==> src/rtl/uart_pkg.sv <==
// Shared definitions for the FIFO-fed serial frame transmitter:
// parity modes, FSM state encoding and frame-length arithmetic.
package uart_pkg;

    localparam int unsigned PAR_NONE = 0;
    localparam int unsigned PAR_EVEN = 1;
    localparam int unsigned PAR_ODD  = 2;

    typedef enum logic [2:0] {
        S_IDLE   = 3'd0,
        S_START  = 3'd1,
        S_DATA   = 3'd2,
        S_PARITY = 3'd3,
        S_STOP   = 3'd4
    } uart_state_e;

    // Total ticks for one frame; unknown parity modes count as no parity.
    function automatic int unsigned frame_ticks(
        input int unsigned data_w,
        input int unsigned parity,
        input int unsigned stop_bits,
        input int unsigned ticks_per_bit
    );
        int unsigned par_bits;
        par_bits = ((parity == PAR_EVEN) || (parity == PAR_ODD)) ? 1 : 0;
        return (1 + data_w + par_bits + stop_bits) * ticks_per_bit;
    endfunction

endpackage

==> src/rtl/sync_fifo.sv <==
// Single-clock FIFO with occupancy count and registered write-ready.
// Write-ready reflects the next count only, so a pop never frees a slot early.
module sync_fifo #(
    parameter int unsigned WIDTH = 8,
    parameter int unsigned DEPTH = 4
) (
    input  logic                           clk,
    input  logic                           rst_n,
    input  logic                           wr_en,
    input  logic [WIDTH-1:0]               wr_data,
    input  logic                           rd_en,
    output logic [WIDTH-1:0]               rd_data_c,
    output logic                           empty_c,
    output logic [$clog2(DEPTH+1)-1:0]     count,
    output logic [$clog2(DEPTH+1)-1:0]     count_nxt_c,
    output logic                           wr_ready
);

    localparam int unsigned CNT_W = $clog2(DEPTH + 1);
    localparam int unsigned PTR_W = $clog2(DEPTH);

    logic [WIDTH-1:0] mem [DEPTH];
    logic [PTR_W-1:0] wr_ptr;
    logic [PTR_W-1:0] rd_ptr;
    logic             do_wr_c;
    logic             do_rd_c;

    assign empty_c   = (count == '0);
    assign do_wr_c   = wr_en & wr_ready;
    assign do_rd_c   = rd_en & ~empty_c;
    assign rd_data_c = mem[rd_ptr];

    always_comb begin
        count_nxt_c = count;
        case ({do_wr_c, do_rd_c})
            2'b10:   count_nxt_c = count + 1'b1;
            2'b01:   count_nxt_c = count - 1'b1;
            default: count_nxt_c = count;
        endcase
    end

    // Storage is not reset; only pointers and count define validity.
    always_ff @(posedge clk) begin
        if (do_wr_c) begin
            mem[wr_ptr] <= wr_data;
        end
    end

    always_ff @(posedge clk or negedge rst_n) begin
        if (!rst_n) begin
            wr_ptr   <= '0;
            rd_ptr   <= '0;
            count    <= '0;
            wr_ready <= 1'b0;
        end else begin
            if (do_wr_c) begin
                wr_ptr <= wr_ptr + 1'b1;
            end
            if (do_rd_c) begin
                rd_ptr <= rd_ptr + 1'b1;
            end
            count    <= count_nxt_c;
            wr_ready <= (count_nxt_c != CNT_W'(DEPTH));
        end
    end

endmodule

==> src/rtl/uart_tx_fifo.sv <==
// Serial frame transmitter fed by a word FIFO; bit timing is taken from
// rising edges of the shared ticker square wave.
module uart_tx_fifo
    import uart_pkg::*;
#(
    parameter int unsigned DATA_W        = 8,
    parameter int unsigned FIFO_DEPTH    = 4,
    parameter int unsigned PARITY        = 0,
    parameter int unsigned STOP_BITS     = 1,
    parameter int unsigned TICKS_PER_BIT = 1
) (
    input  logic                               clock,
    input  logic                               reset_n,
    input  logic                               ticker,
    input  logic [DATA_W-1:0]                  wr_data,
    input  logic                               wr_valid,
    output logic                               wr_ready,
    output logic                               signal,
    output logic                               busy,
    output logic [$clog2(FIFO_DEPTH+1)-1:0]    fifo_count
);

    localparam int unsigned CNT_W      = $clog2(FIFO_DEPTH + 1);
    localparam int unsigned IDX_W      = $clog2(DATA_W);
    localparam int unsigned TICK_W     = (TICKS_PER_BIT > 1) ? $clog2(TICKS_PER_BIT) : 1;
    localparam bit          HAS_PARITY = (PARITY == PAR_EVEN) || (PARITY == PAR_ODD);

    logic              sync_meta;
    logic              sync_q;
    logic              sync_qq;
    logic              tick_c;

    logic              push_c;
    logic              pop_c;
    logic              load_c;
    logic              period_end_c;
    logic              empty_c;
    logic [DATA_W-1:0] head_c;
    logic [CNT_W-1:0]  count_nxt_c;

    uart_state_e       state_q;
    uart_state_e       state_nxt;
    logic [DATA_W-1:0] shift_q;
    logic [DATA_W-1:0] shift_nxt;
    logic              par_q;
    logic              par_nxt;
    logic [IDX_W-1:0]  bit_idx_q;
    logic [IDX_W-1:0]  bit_idx_nxt;
    logic [TICK_W-1:0] bit_tick_cnt_q;
    logic [TICK_W-1:0] bit_tick_cnt_nxt;
    logic              stop_idx_q;
    logic              stop_idx_nxt;
    logic              signal_nxt;
    logic              busy_nxt;

    // Ticker is asynchronous: two flops of synchronisation, then edge detect.
    always_ff @(posedge clock or negedge reset_n) begin
        if (!reset_n) begin
            sync_meta <= 1'b0;
            sync_q    <= 1'b0;
            sync_qq   <= 1'b0;
        end else begin
            sync_meta <= ticker;
            sync_q    <= sync_meta;
            sync_qq   <= sync_q;
        end
    end

    assign tick_c       = sync_q & ~sync_qq;
    assign period_end_c = tick_c && (bit_tick_cnt_q == TICK_W'(TICKS_PER_BIT - 1));
    assign push_c       = wr_valid & wr_ready;

    sync_fifo #(
        .WIDTH (DATA_W),
        .DEPTH (FIFO_DEPTH)
    ) u_fifo (
        .clk         (clock),
        .rst_n       (reset_n),
        .wr_en       (push_c),
        .wr_data     (wr_data),
        .rd_en       (pop_c),
        .rd_data_c   (head_c),
        .empty_c     (empty_c),
        .count       (fifo_count),
        .count_nxt_c (count_nxt_c),
        .wr_ready    (wr_ready)
    );

    // Next-state and line-level logic for the frame sequencer.
    always_comb begin
        state_nxt        = state_q;
        shift_nxt        = shift_q;
        par_nxt          = par_q;
        bit_idx_nxt      = bit_idx_q;
        bit_tick_cnt_nxt = bit_tick_cnt_q;
        stop_idx_nxt     = stop_idx_q;
        signal_nxt       = signal;
        load_c           = 1'b0;
        pop_c            = 1'b0;

        if (tick_c && (state_q != S_IDLE)) begin
            bit_tick_cnt_nxt = period_end_c ? '0 : bit_tick_cnt_q + 1'b1;
        end

        case (state_q)
            S_IDLE: begin
                if (tick_c && !empty_c) begin
                    load_c = 1'b1;
                end
            end
            S_START: begin
                if (period_end_c) begin
                    state_nxt   = S_DATA;
                    signal_nxt  = shift_q[0];
                    shift_nxt   = shift_q >> 1;
                    bit_idx_nxt = '0;
                end
            end
            S_DATA: begin
                if (period_end_c) begin
                    if (bit_idx_q == IDX_W'(DATA_W - 1)) begin
                        if (HAS_PARITY) begin
                            state_nxt  = S_PARITY;
                            signal_nxt = par_q;
                        end else begin
                            state_nxt    = S_STOP;
                            signal_nxt   = 1'b1;
                            stop_idx_nxt = 1'b0;
                        end
                    end else begin
                        signal_nxt  = shift_q[0];
                        shift_nxt   = shift_q >> 1;
                        bit_idx_nxt = bit_idx_q + 1'b1;
                    end
                end
            end
            S_PARITY: begin
                if (period_end_c) begin
                    state_nxt    = S_STOP;
                    signal_nxt   = 1'b1;
                    stop_idx_nxt = 1'b0;
                end
            end
            S_STOP: begin
                // The tick closing the last stop bit may open the next frame.
                if (period_end_c) begin
                    if (stop_idx_q == 1'(STOP_BITS - 1)) begin
                        if (!empty_c) begin
                            load_c = 1'b1;
                        end else begin
                            state_nxt = S_IDLE;
                        end
                    end else begin
                        stop_idx_nxt = stop_idx_q + 1'b1;
                    end
                end
            end
            default: begin
                state_nxt  = S_IDLE;
                signal_nxt = 1'b1;
            end
        endcase

        if (load_c) begin
            pop_c            = 1'b1;
            state_nxt        = S_START;
            signal_nxt       = 1'b0;
            shift_nxt        = head_c;
            par_nxt          = (PARITY == PAR_ODD) ? ~^head_c : ^head_c;
            bit_tick_cnt_nxt = '0;
        end

        busy_nxt = (state_nxt != S_IDLE) || (count_nxt_c != '0);
    end

    always_ff @(posedge clock or negedge reset_n) begin
        if (!reset_n) begin
            state_q        <= S_IDLE;
            shift_q        <= '0;
            par_q          <= 1'b0;
            bit_idx_q      <= '0;
            bit_tick_cnt_q <= '0;
            stop_idx_q     <= 1'b0;
            signal         <= 1'b1;
            busy           <= 1'b0;
        end else begin
            state_q        <= state_nxt;
            shift_q        <= shift_nxt;
            par_q          <= par_nxt;
            bit_idx_q      <= bit_idx_nxt;
            bit_tick_cnt_q <= bit_tick_cnt_nxt;
            stop_idx_q     <= stop_idx_nxt;
            signal         <= signal_nxt;
            busy           <= busy_nxt;
        end
    end

endmodule

==> config.mk <==
export PLATFORM = sky130hd
export DESIGN_NAME = uart_tx_fifo
export DESIGN_NICKNAME = d
export VERILOG_FILES = /design/src/rtl/uart_pkg.sv /design/src/rtl/sync_fifo.sv /design/src/rtl/uart_tx_fifo.sv
export SDC_FILE = /design/constraint.sdc
export NUM_CORES = 1
export LEC_CHECK = 0
export ABC_AREA = 1
export CORE_MARGIN = 1.5
export CORE_UTILIZATION = 50
export DETAILED_ROUTE_END_ITERATION = 7
export MAX_ROUTING_LAYER = met4
export PLACE_DENSITY = 0.8
export RECOVER_POWER = 50
export SYNTH_ARGS = -nofsm -noshare
export SYNTH_HDL_FRONTEND = slang
export SYNTH_SLANG_ARGS = --single-unit
==> constraint.sdc <==
create_clock -name clock -period 2.73 [get_ports clock]
set_input_delay 0.4095 -clock clock [delete_from_list [all_inputs] [get_ports clock]]
set_output_delay 0.4095 -clock clock [all_outputs]
set_load 0.005 [all_outputs]
==> reports/results.tsv <==
metric	value	unit
outcome	finished, final reports clean	
grt_pass1_vias	1932	
first_pass_iters	4	
combinationalPowerShare	0.320	
synth_xor_area_frac	0.00325	
gp_congestion	0.939	
netlist_top_cells_area	edfxtp_1, dfrtp_1, nand2_1	
ys_seq_elements	60	
portBuffers	17	
wl_met1	2270	um
grt_max_degree	29	
grt_use_total	0.200	
drc	0	
clk_latency	340	ps
drv_cap	0	
synth_compound_area_frac	0.0506	
maxSlewHeadroom	0.00846	
cts_tree	built	
die_height	76.4	um
setup.worst_path.start_class	register	
synth_fa_ha_area_frac	0.0399	
post-cts-setup-buffers	0	
h-tree-depth	3	
cp.required	2950	ps
syn-num-nets	294	
synth_mux_area_frac	0	
pin_count	18	
drive_above_1_share	0.114	
met2_length	2350	um
postRouteAntennaNets	0	
dpl.hpwl	3400	um
final_cell_mix	nand2_1, edfxtp_1, inv_1, nor2_1, dfrtp_1	
cts_hold_buffers	0	
yosys.area.top_type	edfxtp_1	
syn-cell-area	2700	um^2
grt_pass1_wl	8600	um
clock_sinks	60	
pwr_density_cell	1040	nW/um^2
area_growth	18.2	%
clkTransAtPathRegs	60	ps
die-area	5840	um^2
ctsResizeCount	0	
yosysSeqAreaShare	0.617	
internal_power	2.14	mW
rsz0062_at_grt	false	
cts.root.buffer_cell	clkbuf_8	
yosysUniqueCellTypes	26	
overflow	0	
finalSetupViolations	0	
fin_crit_sh	0.894	
sw_frac_of_total	0.354	
setup_slack	289	ps
die_w	76.4	um
clkPwrFrac	0.264	
sequentialPowerShare	0.415	
worstPathArrival	2660	ps
synth_top_area_share	0.357	
nets	323	
cts_buffers	9	
hp-class	register to register	
routed-wl-met3	205	um
fmax	410	MHz
vias	1909	
layout_commonest_cell	nand2_1	
drt_iter0_drc	116	
max-vdd-ir-drop	0.532	mV
yosys_warnings	0	
synth.avg_cell_area	9.84	um^2
p_switching	1.17	mW
routed_wl	4940	um
start_util	0.524	
power	3.31	mW
final_util	0.620	
tns	0	ps
maxSlewViolCount	0	
crit_type	register to register	
post_drt_wl_per_cell	13.1	um
final-hold-violation-count	0	
top_layer	met4	
worst_slew_pin_slew	1490	ps
cts_buffer_depth	2	
diodes	0	
row_count	26	
syn_inst	274	
dp_slack	238	ps
worstPathMaxFanout	11	
via_per_inst	5.05	
worst_setup_path_end_kind	register	
yosys.area_share.simple	0.234	
coreArea	5140	um^2
synth_top_family_by_area	simple AND/OR/NAND/NOR gates	
leakagePower	1.43	nW
grt_antenna_before_repair	0	
period_needed	2440	ps
finClkSkew	6.36	ps
==> through the flow <==
step	cells	hold slack [ps]	instance area, um^2
floorplan	274	114	2700
finish	378	350	3190
detailed placement	362	337	2970
global placement	362	333	2970
CTS	378	351	3180
global route	378	366	3190
==> final cells by class <==
type | instances | area, um^2
multi-input cells | 178 | 890
repair buffers | 23 | 211
inverters | 31 | 116
clock inverters | 4 | 72.6
fillers | 430 | 1950
flip-flops and latches | 60 | 1660
clock buffers | 12 | 145
well taps | 70 | 87.6
==> synth_stat cells <==
master and number:
o21ai_1 3, fa_1 1, nand2_4 1, nand3_1 22
nand3_2 3, nand2_1 80, nand4_1 2, buf_6 1
nand3b_1 1, ha_1 7, nor2_1 27, or2_2 1
dfrtp_1 27, dfstp_2 1, edfxtp_1 32, nor2_2 2
nand2_2 1, inv_1 27, inv_2 4, buf_2 4
xor2_1 1, o21ai_0 12, o211ai_1 1, o22ai_1 3
nor2_4 3, a21oi_1 7
==> path summary, 6_finish.rpt <==
kind	start	to	slack (ps)	cells past startpoint
worst max-delay path	state_q[0]	busy	290	13
worst min-delay path	sync_meta	sync_q	350	0
worst max register to register	state_q[0]	busy	290	13
worst min register to register	sync_meta	sync_q	350	0
max in group asynchronous	reset_n	u_fifo.wr_ptr[1]	900	2
min in group asynchronous	reset_n	bit_idx_q[0]	960	2
==> state kept, by name, summed over array words and instances (netlist names) <==
name,flops
sync_q,1
u_fifo.wr_ready,1
u_fifo.mem,32
u_fifo.wr_ptr,2
sync_meta,1
state_q,3
signal,1
busy,1
bit_idx_q,3
u_fifo.rd_ptr,2
shift_q,8
bit_tick_cnt_q,1
sync_qq,1
u_fifo.count,3
==> cells by family (layout without fill, tap and decap cells) <==
kind of cell,count (synthesis),in the layout
compound gates,26,26
xor+xnor,1,1
simple gates,143,143
flops,60,60
buf+inv,36,70
fa+ha+maj,8,8
==> power by group through the flow <==
stage / sequential (mW) / clock [mW] / combinational, mW
after floorplan: 1.31 / 0 / 0.800
after global placement: 1.38 / 0 / 1.02
after detailed placement: 1.39 / 0 / 1.06
after CTS: 1.37 / 0.882 / 1.07
after global routing: 1.40 / 0.915 / 1.23
final: 1.38 / 0.875 / 1.06
==> worst max-delay path, cell delays in order, from the launching register on <==
cell and delay [ps]:
dfrtp_1 430, inv_2 110, nand2_4 80, nor2_2 110
nand3_2 130, nand2_4 190, ha_1 180, inv_1 70
fa_1 470, o21ai_0 100, nor2_1 170, nand3_1 100
nor2_1 110, nand3_1 70
==> per-layer routing <==
layer,vias to the layer above,GRT usage
li1,953,-
met1,896,0.227
met5,-,-
met3,17,0.0611
met4,0,0.109
met2,43,0.317
(Power assumes the default switching activity.)
